<file path="config.mk">
export PLATFORM = sky130hd
export DESIGN_NAME = mul_rr_scheduler
export DESIGN_NICKNAME = d
export VERILOG_FILES = /design/src/rtl/mul_rr_scheduler.sv
export SDC_FILE = /design/constraint.sdc
export NUM_CORES = 1
export LEC_CHECK = 0
export CORE_UTILIZATION = 52
export DETAILED_ROUTE_END_ITERATION = 16
export PLACE_DENSITY = 0.87
export SETUP_SLACK_MARGIN = 0.05
export SYNTH_ARGS = -nofsm -noshare
export SYNTH_HDL_FRONTEND = slang
export SYNTH_SLANG_ARGS = --single-unit
</file>
<file path="constraint.sdc">
create_clock -name clk -period 7.4 [get_ports clk]
set_input_delay 1.11 -clock clk [delete_from_list [all_inputs] [get_ports clk]]
set_output_delay 1.11 -clock clk [all_outputs]
set_load 0.02 [all_outputs]
</file>
<file path="src/rtl/mul_rr_scheduler.sv">
// Round-robin scheduler sharing one sequential radix-2 Booth signed multiplier between two
// requesters. A product is presented with its requester ID on a valid/ready response port.
module mul_rr_scheduler #(
  parameter int unsigned WIDTH = 8
) (
  input  logic               clk,
  input  logic               rst_n,
  input  logic               req0_valid,
  output logic               req0_ready,
  input  logic [WIDTH-1:0]   req0_a,
  input  logic [WIDTH-1:0]   req0_b,
  input  logic               req1_valid,
  output logic               req1_ready,
  input  logic [WIDTH-1:0]   req1_a,
  input  logic [WIDTH-1:0]   req1_b,
  output logic               rsp_valid,
  input  logic               rsp_ready,
  output logic               rsp_id,
  output logic [2*WIDTH-1:0] rsp_result,
  output logic               busy
);

  localparam int unsigned CntW = $clog2(WIDTH + 1);

  typedef enum logic [1:0] {StIdle, StRun, StDone} state_e;

  state_e           state_q, state_d;
  logic             ptr_q, ptr_d;
  logic [WIDTH:0]   m_q, m_d;
  logic [WIDTH:0]   acc_q, acc_d;
  logic [WIDTH-1:0] q_q, q_d;
  logic             q1_q, q1_d;
  logic [CntW-1:0]  cnt_q, cnt_d;
  logic             id_q, id_d;

  logic             grant0, grant1;
  logic [WIDTH:0]   sum;
  logic [WIDTH-1:0] sel_a, sel_b;

  // Pointer selects the winner only when both requesters are valid.
  assign grant0 = req0_valid & (~req1_valid | ~ptr_q);
  assign grant1 = req1_valid & (~req0_valid | ptr_q);

  assign sel_a = grant1 ? req1_a : req0_a;
  assign sel_b = grant1 ? req1_b : req0_b;

  // Gated with rst_n so both readies read 0 while reset is held.
  assign req0_ready = rst_n & (state_q == StIdle) & grant0;
  assign req1_ready = rst_n & (state_q == StIdle) & grant1;

  assign rsp_valid  = (state_q == StDone);
  assign rsp_id     = id_q;
  assign rsp_result = {acc_q[WIDTH-1:0], q_q};
  assign busy       = (state_q != StIdle);

  always_comb begin
    state_d = state_q;
    ptr_d   = ptr_q;
    m_d     = m_q;
    acc_d   = acc_q;
    q_d     = q_q;
    q1_d    = q1_q;
    cnt_d   = cnt_q;
    id_d    = id_q;
    sum     = acc_q;

    unique case (state_q)
      StIdle: begin
        if (grant0 | grant1) begin
          m_d     = {sel_a[WIDTH-1], sel_a};
          q_d     = sel_b;
          acc_d   = '0;
          q1_d    = 1'b0;
          cnt_d   = CntW'(WIDTH);
          id_d    = grant1;
          state_d = StRun;
        end
      end
      StRun: begin
        unique case ({q_q[0], q1_q})
          2'b10:   sum = acc_q - m_q;
          2'b01:   sum = acc_q + m_q;
          default: sum = acc_q;
        endcase
        // Arithmetic shift right of {acc, q, q_1}.
        acc_d = {sum[WIDTH], sum[WIDTH:1]};
        q_d   = {sum[0], q_q[WIDTH-1:1]};
        q1_d  = q_q[0];
        cnt_d = cnt_q - CntW'(1);
        if (cnt_q == CntW'(1)) begin
          state_d = StDone;
        end
      end
      StDone: begin
        if (rsp_ready) begin
          state_d = StIdle;
          ptr_d   = ~id_q;
        end
      end
      default: state_d = StIdle;
    endcase
  end

  always_ff @(posedge clk or negedge rst_n) begin
    if (!rst_n) begin
      state_q <= StIdle;
      ptr_q   <= 1'b0;
      m_q     <= '0;
      acc_q   <= '0;
      q_q     <= '0;
      q1_q    <= 1'b0;
      cnt_q   <= '0;
      id_q    <= 1'b0;
    end else begin
      state_q <= state_d;
      ptr_q   <= ptr_d;
      m_q     <= m_d;
      acc_q   <= acc_d;
      q_q     <= q_d;
      q1_q    <= q1_d;
      cnt_q   <= cnt_d;
      id_q    <= id_d;
    end
  end

endmodule

</file>
== Word-level counts from Yosys, hierarchy flattened ==
Index checks and enable logic that the tools add are counted.

* Add/sub/neg operators: 3
* Multipliers: 0
* Div/mod/pow operators: 0
* $lt $le $gt $ge: 0
* Equality and inequality tests: 8
* Shift-type cells: 0
* Mux-type cells: 15
* Bitwise operators: 12
* Reduce and logical (&&, ||, !) cells: 7

{| class="wikitable"
|+ Operators with widths
! cell !! number
|-
| case mux 9 bit (2 select lines) || 2
|-
| two-way mux 8 bit || 3
|-
| case mux 8 bit (2 select lines) || 1
|-
| adder 9 bit || 1
|-
| two-way mux 9 bit || 1
|-
| subtractor 9 bit || 1
|-
| case mux 4 bit (2 select lines) || 1
|-
| two-way mux 2 bit || 3
|-
| case mux 2 bit (3 select lines) || 1
|-
| AND reduction 2 bit || 3
|-
| AND 1 bit || 5
|-
| equality test 2 x 1 -> 1 bit, second input constant || 2
|-
| equality test 2 bit, second input constant || 2
|-
| equality test 4 x 1 -> 1 bit, second input constant || 1
|-
| two-way mux 4 bit || 1
|-
| != test 2 x 1 -> 1 bit, second input constant || 2
|-
| inverter 1 bit || 4
|-
| nonzero test 2 bit || 2
|-
| subtractor 4 x 1 -> 4 bit, second input constant || 1
|-
| bitwise OR 1 bit || 3
|-
| AND reduction 3 bit || 1
|-
| logical NOT 2 bit || 1
|-
| != test 2 bit, second input constant || 1
|-
| case mux 1 bit (2 select lines) || 1
|-
| two-way mux 1 bit || 1
|}

* Bits in registers: 34
* Latch bits: 0
* Bits in writable memories: 0
* ROM bits: 0
* Memories kept: 0

== Longest topological paths before layout ==
* Word-level depth: 6
* Depth in mapped cells: 11
* Depth with buffers taken out: 10

== Worst setup path before layout ==
OpenSTA, ideal clock, no wires.

* Path type: input to output
* Start point: input port req0_valid
* End point: output port req1_ready
* Arrival time: 1795 ps
* Required time: 6290 ps
* Setup slack: 4495 ps
* Cell stages on the path: 4
* Cell sequence: inv_2 o21ai_2 buf_4 nor2_1

* Cells in the longest elaborated chain, start to end: 4

{| class="wikitable"
|+ RTL lines
! element !! line !! text
|-
| start: declaration || 8 || <nowiki>input logic req0_valid,</nowiki>
|-
| inverter 1 bit || 42 || <nowiki>assign grant1 = req1_valid & (~req0_valid | ptr_q);</nowiki>
|-
| bitwise OR 1 bit || 42 ||
|-
| AND 1 bit || 42 ||
|-
| AND 1 bit || 49 || <nowiki>assign req1_ready = rst_n & (state_q == StIdle) & grant1;</nowiki>
|-
| end: declaration || 13 || <nowiki>output logic req1_ready,</nowiki>
|}

Every way passes these cells.

== Worst setup path in the final report ==
Ends and elaborated chain as after synthesis.

==> flow_summary.json <==
{
  "synthDominantCellAreaShare": 0.390,
  "hold_path_class": "reg2reg",
  "antenna_cells": 0,
  "startpoint_type": "input pin",
  "path_clk_slew_ps": 60,
  "switching_share": 0.459,
  "grt_max_degree": 35,
  "seq_power_share": 0.252,
  "grt_usage": 0.251,
  "worst-r2r-cell-count": 9,
  "syn_area_mm2": 0.00212,
  "crit_arrival_ps": 3180,
  "ys_seq_area_frac": 0.390,
  "root_buffer": "clkbuf_8",
  "yosys.area.top_type": "dfrtp_1",
  "row_count": 22,
  "post_drt_wl_per_cell_um": 14.1,
  "viasPerCell": 5.53,
  "htree_levels": 2,
  "crit_path_max_fanout": 17,
  "areaGrowthSynthToFinish_pct": 32.3,
  "grt_pass1_wl_mm": 8.14,
  "ys_ff_latch": 33,
  "ios": 58,
  "drt_iter0_markers": 117,
  "fin_crit_sh": 0.579,
  "crit_start": "req0_valid",
  "die_w_um": 65.8,
  "required_ps": 6290,
  "fin_nets": 339,
  "postSynthCellCount": 232,
  "fp.dieH_um": 65.8,
  "rsz0062_at_grt": "no",
  "tightestPinTransition_ps": 971,
  "setup_viol": 0,
  "clock_skew_ps": 2.88,
  "layout_min_cycle_time_ps": 4290,
  "power_switching_uw": 662,
  "hold_ws_ps": 501,
  "syn-num-nets": 282,
  "cts_tree": "yes",
  "synth_area_leaders": "dfrtp_1, ha_1, mux2i_1",
  "initial_core_util": 0.562,
  "clk_latency_ps": 280,
  "clock_sinks": 33,
  "cts_max_path_buffers": 2,
  "place_inst": 330,
  "synth-async-reset-ratio": 1.00,
  "ys_warn_count": 0,
  "r2r_setup_slack_ps": 4750,
  "reg2reg_to": "acc_q[6]",
  "cts_inserted_buffers": 5,
  "status": "finished, final reports clean",
  "clock_power_share": 0.084,
  "cp-end-kind": "output port",
  "cp-endpoint": "req1_ready",
  "synth-edff-count": 0,
  "p_comb_frac": 0.663,
  "grt.overflow.total": 0,
  "slew_viol_final": 0,
  "hold_buffers": 0,
  "peakVddDrop_uv": 228,
  "setup_tns_ps": 0,
  "criticalPathCategory": "in2out",
  "p_leak_nw": 1.23,
  "reg2reg_from": "q_q[0]",
  "grt_antenna_before_repair": 0,
  "powerDensity_mw_per_mm2": 513,
  "dpl_worst_slack_ps": 3110,
  "die-area_mm2": 0.00434,
  "hpwl_mm": 3.53,
  "vias": 1858,
  "worst_slack_ps": 3110,
  "gp_congestion": 0.842,
  "firstDrtPassIters": 4,
  "hold_viol": 0,
  "hold_start": "rsp_id",
  "core_area_mm2": 0.00377,
  "synth_ff_type": "dfrtp_1",
  "wirelength_mm": 4.74,
  "grt_pass1_vias": 1764,
  "fmax_mhz": 233,
  "post-cts-setup-buffers": 0,
  "cap_violations": 0,
  "avgSynthCellArea_um2": 9.14,
  "cts-resized-gates": 0,
  "layoutNonFillerInstCount": 336,
  "yosysUniqueCellTypes": 39,
  "drive_gt1_frac": 0.0694,
  "drtAntennaViolNets": 0,
  "drc": 0,
  "slew_headroom": 0.352,
  "power.internal_uw": 779,
  "port_buffers": 57
}
layout make-up:
type	count	area [µm²]
flip-flops and latches	33	826
fillers	283	966
clock buffers	5	68.8
inverters	10	37.5
multi-input cells	179	1210
well taps	48	60.1
repair buffers	60	593
clock inverters	1	5.00
worst max-delay path, stage by stage:
cell	delay, ps
clkdlybuf4s50_1	560
inv_2	50
o21ai_2	760
nor2_1	120
clkdlybuf4s50_1	580
synthesized netlist by cell type, drive strengths merged (4+ instances only):
| cell | count |
|---|---|
| inv | 10 |
| a32oi | 4 |
| dfrtp | 33 |
| a21oi | 11 |
| xor2 | 9 |
| nor2 | 12 |
| nand2 | 31 |
| mux2i | 12 |
| ha | 12 |
| o21ai | 30 |
| clkbuf | 9 |
| mux2 | 8 |
| nor3 | 5 |
| o22ai | 6 |
| xnor2 | 6 |
kinds of logic after synthesis:
group,after synthesis,share of synthesized area
compound gates,66,0.192
simple gates,65,0.140
flops,33,0.390
buf+inv,20,0.0372
mux,20,0.0992
xor+xnor,15,0.0620
fa+ha+maj,13,0.0803
sequential cells by signal, indices dropped and copies added (netlist names):
register  count
ptr_q         1
rsp_id        1
m_q           8
state_q       2
cnt_q         4
acc_q         8
q1_q          1
q_q           8
worst min path at each step:
stage | endpoint | cells after the start
after global routing | ptr_q | 1
final | ptr_q | 1
after CTS | ptr_q | 1
after floorplan | q1_q | 2
after global placement | q1_q | 2
after detailed placement | ptr_q | 1
placed cells by master, fill, tap and decap left out, types with 3 or more instances in the layout:
master / instances
clkdlybuf4s50_1: 57
dfrtp_1: 33
nand2_1: 31
o21ai_1: 20
nor2_1: 12
mux2i_1: 12
ha_1: 12
a21oi_1: 11
inv_1: 9
xor2_1: 9
o21ai_0: 8
mux2_2: 7
xnor2_1: 6
o22ai_1: 6
nor3_1: 5
clkbuf_8: 5
a32oi_1: 4
a22o_1: 3
nand2b_1: 3
a21o_1: 3
buf_4: 3
through the flow:
step,util,instance area (µm²),power (mW)
after floorplan,-,2120,1.05
after global placement,0.724,2730,1.28
after detailed placement,0.724,2730,1.31
after CTS,0.744,2810,1.44
after global routing,0.744,2810,1.58
final,0.744,2810,1.44
power groups by stage:
stage	Clock, mW	Sequential [mW]	Combinational (mW)
floorplan	0	0.398	0.655
global placement	0	0.360	0.920
detailed placement	0	0.365	0.948
CTS	0.124	0.363	0.958
global route	0.130	0.377	1.07
finish	0.121	0.364	0.955
per-layer routing:
layer / up-vias / global-route usage / share of wire
met5: - / 0 / 0
met4: 0 / 0.0679 / 0.0097
met3: 7 / 0.0500 / 0.041
met2: 50 / 0.427 / 0.50
met1: 861 / 0.323 / 0.45
li1: 940 / - / -
Power figures use the tool's default switching activity.
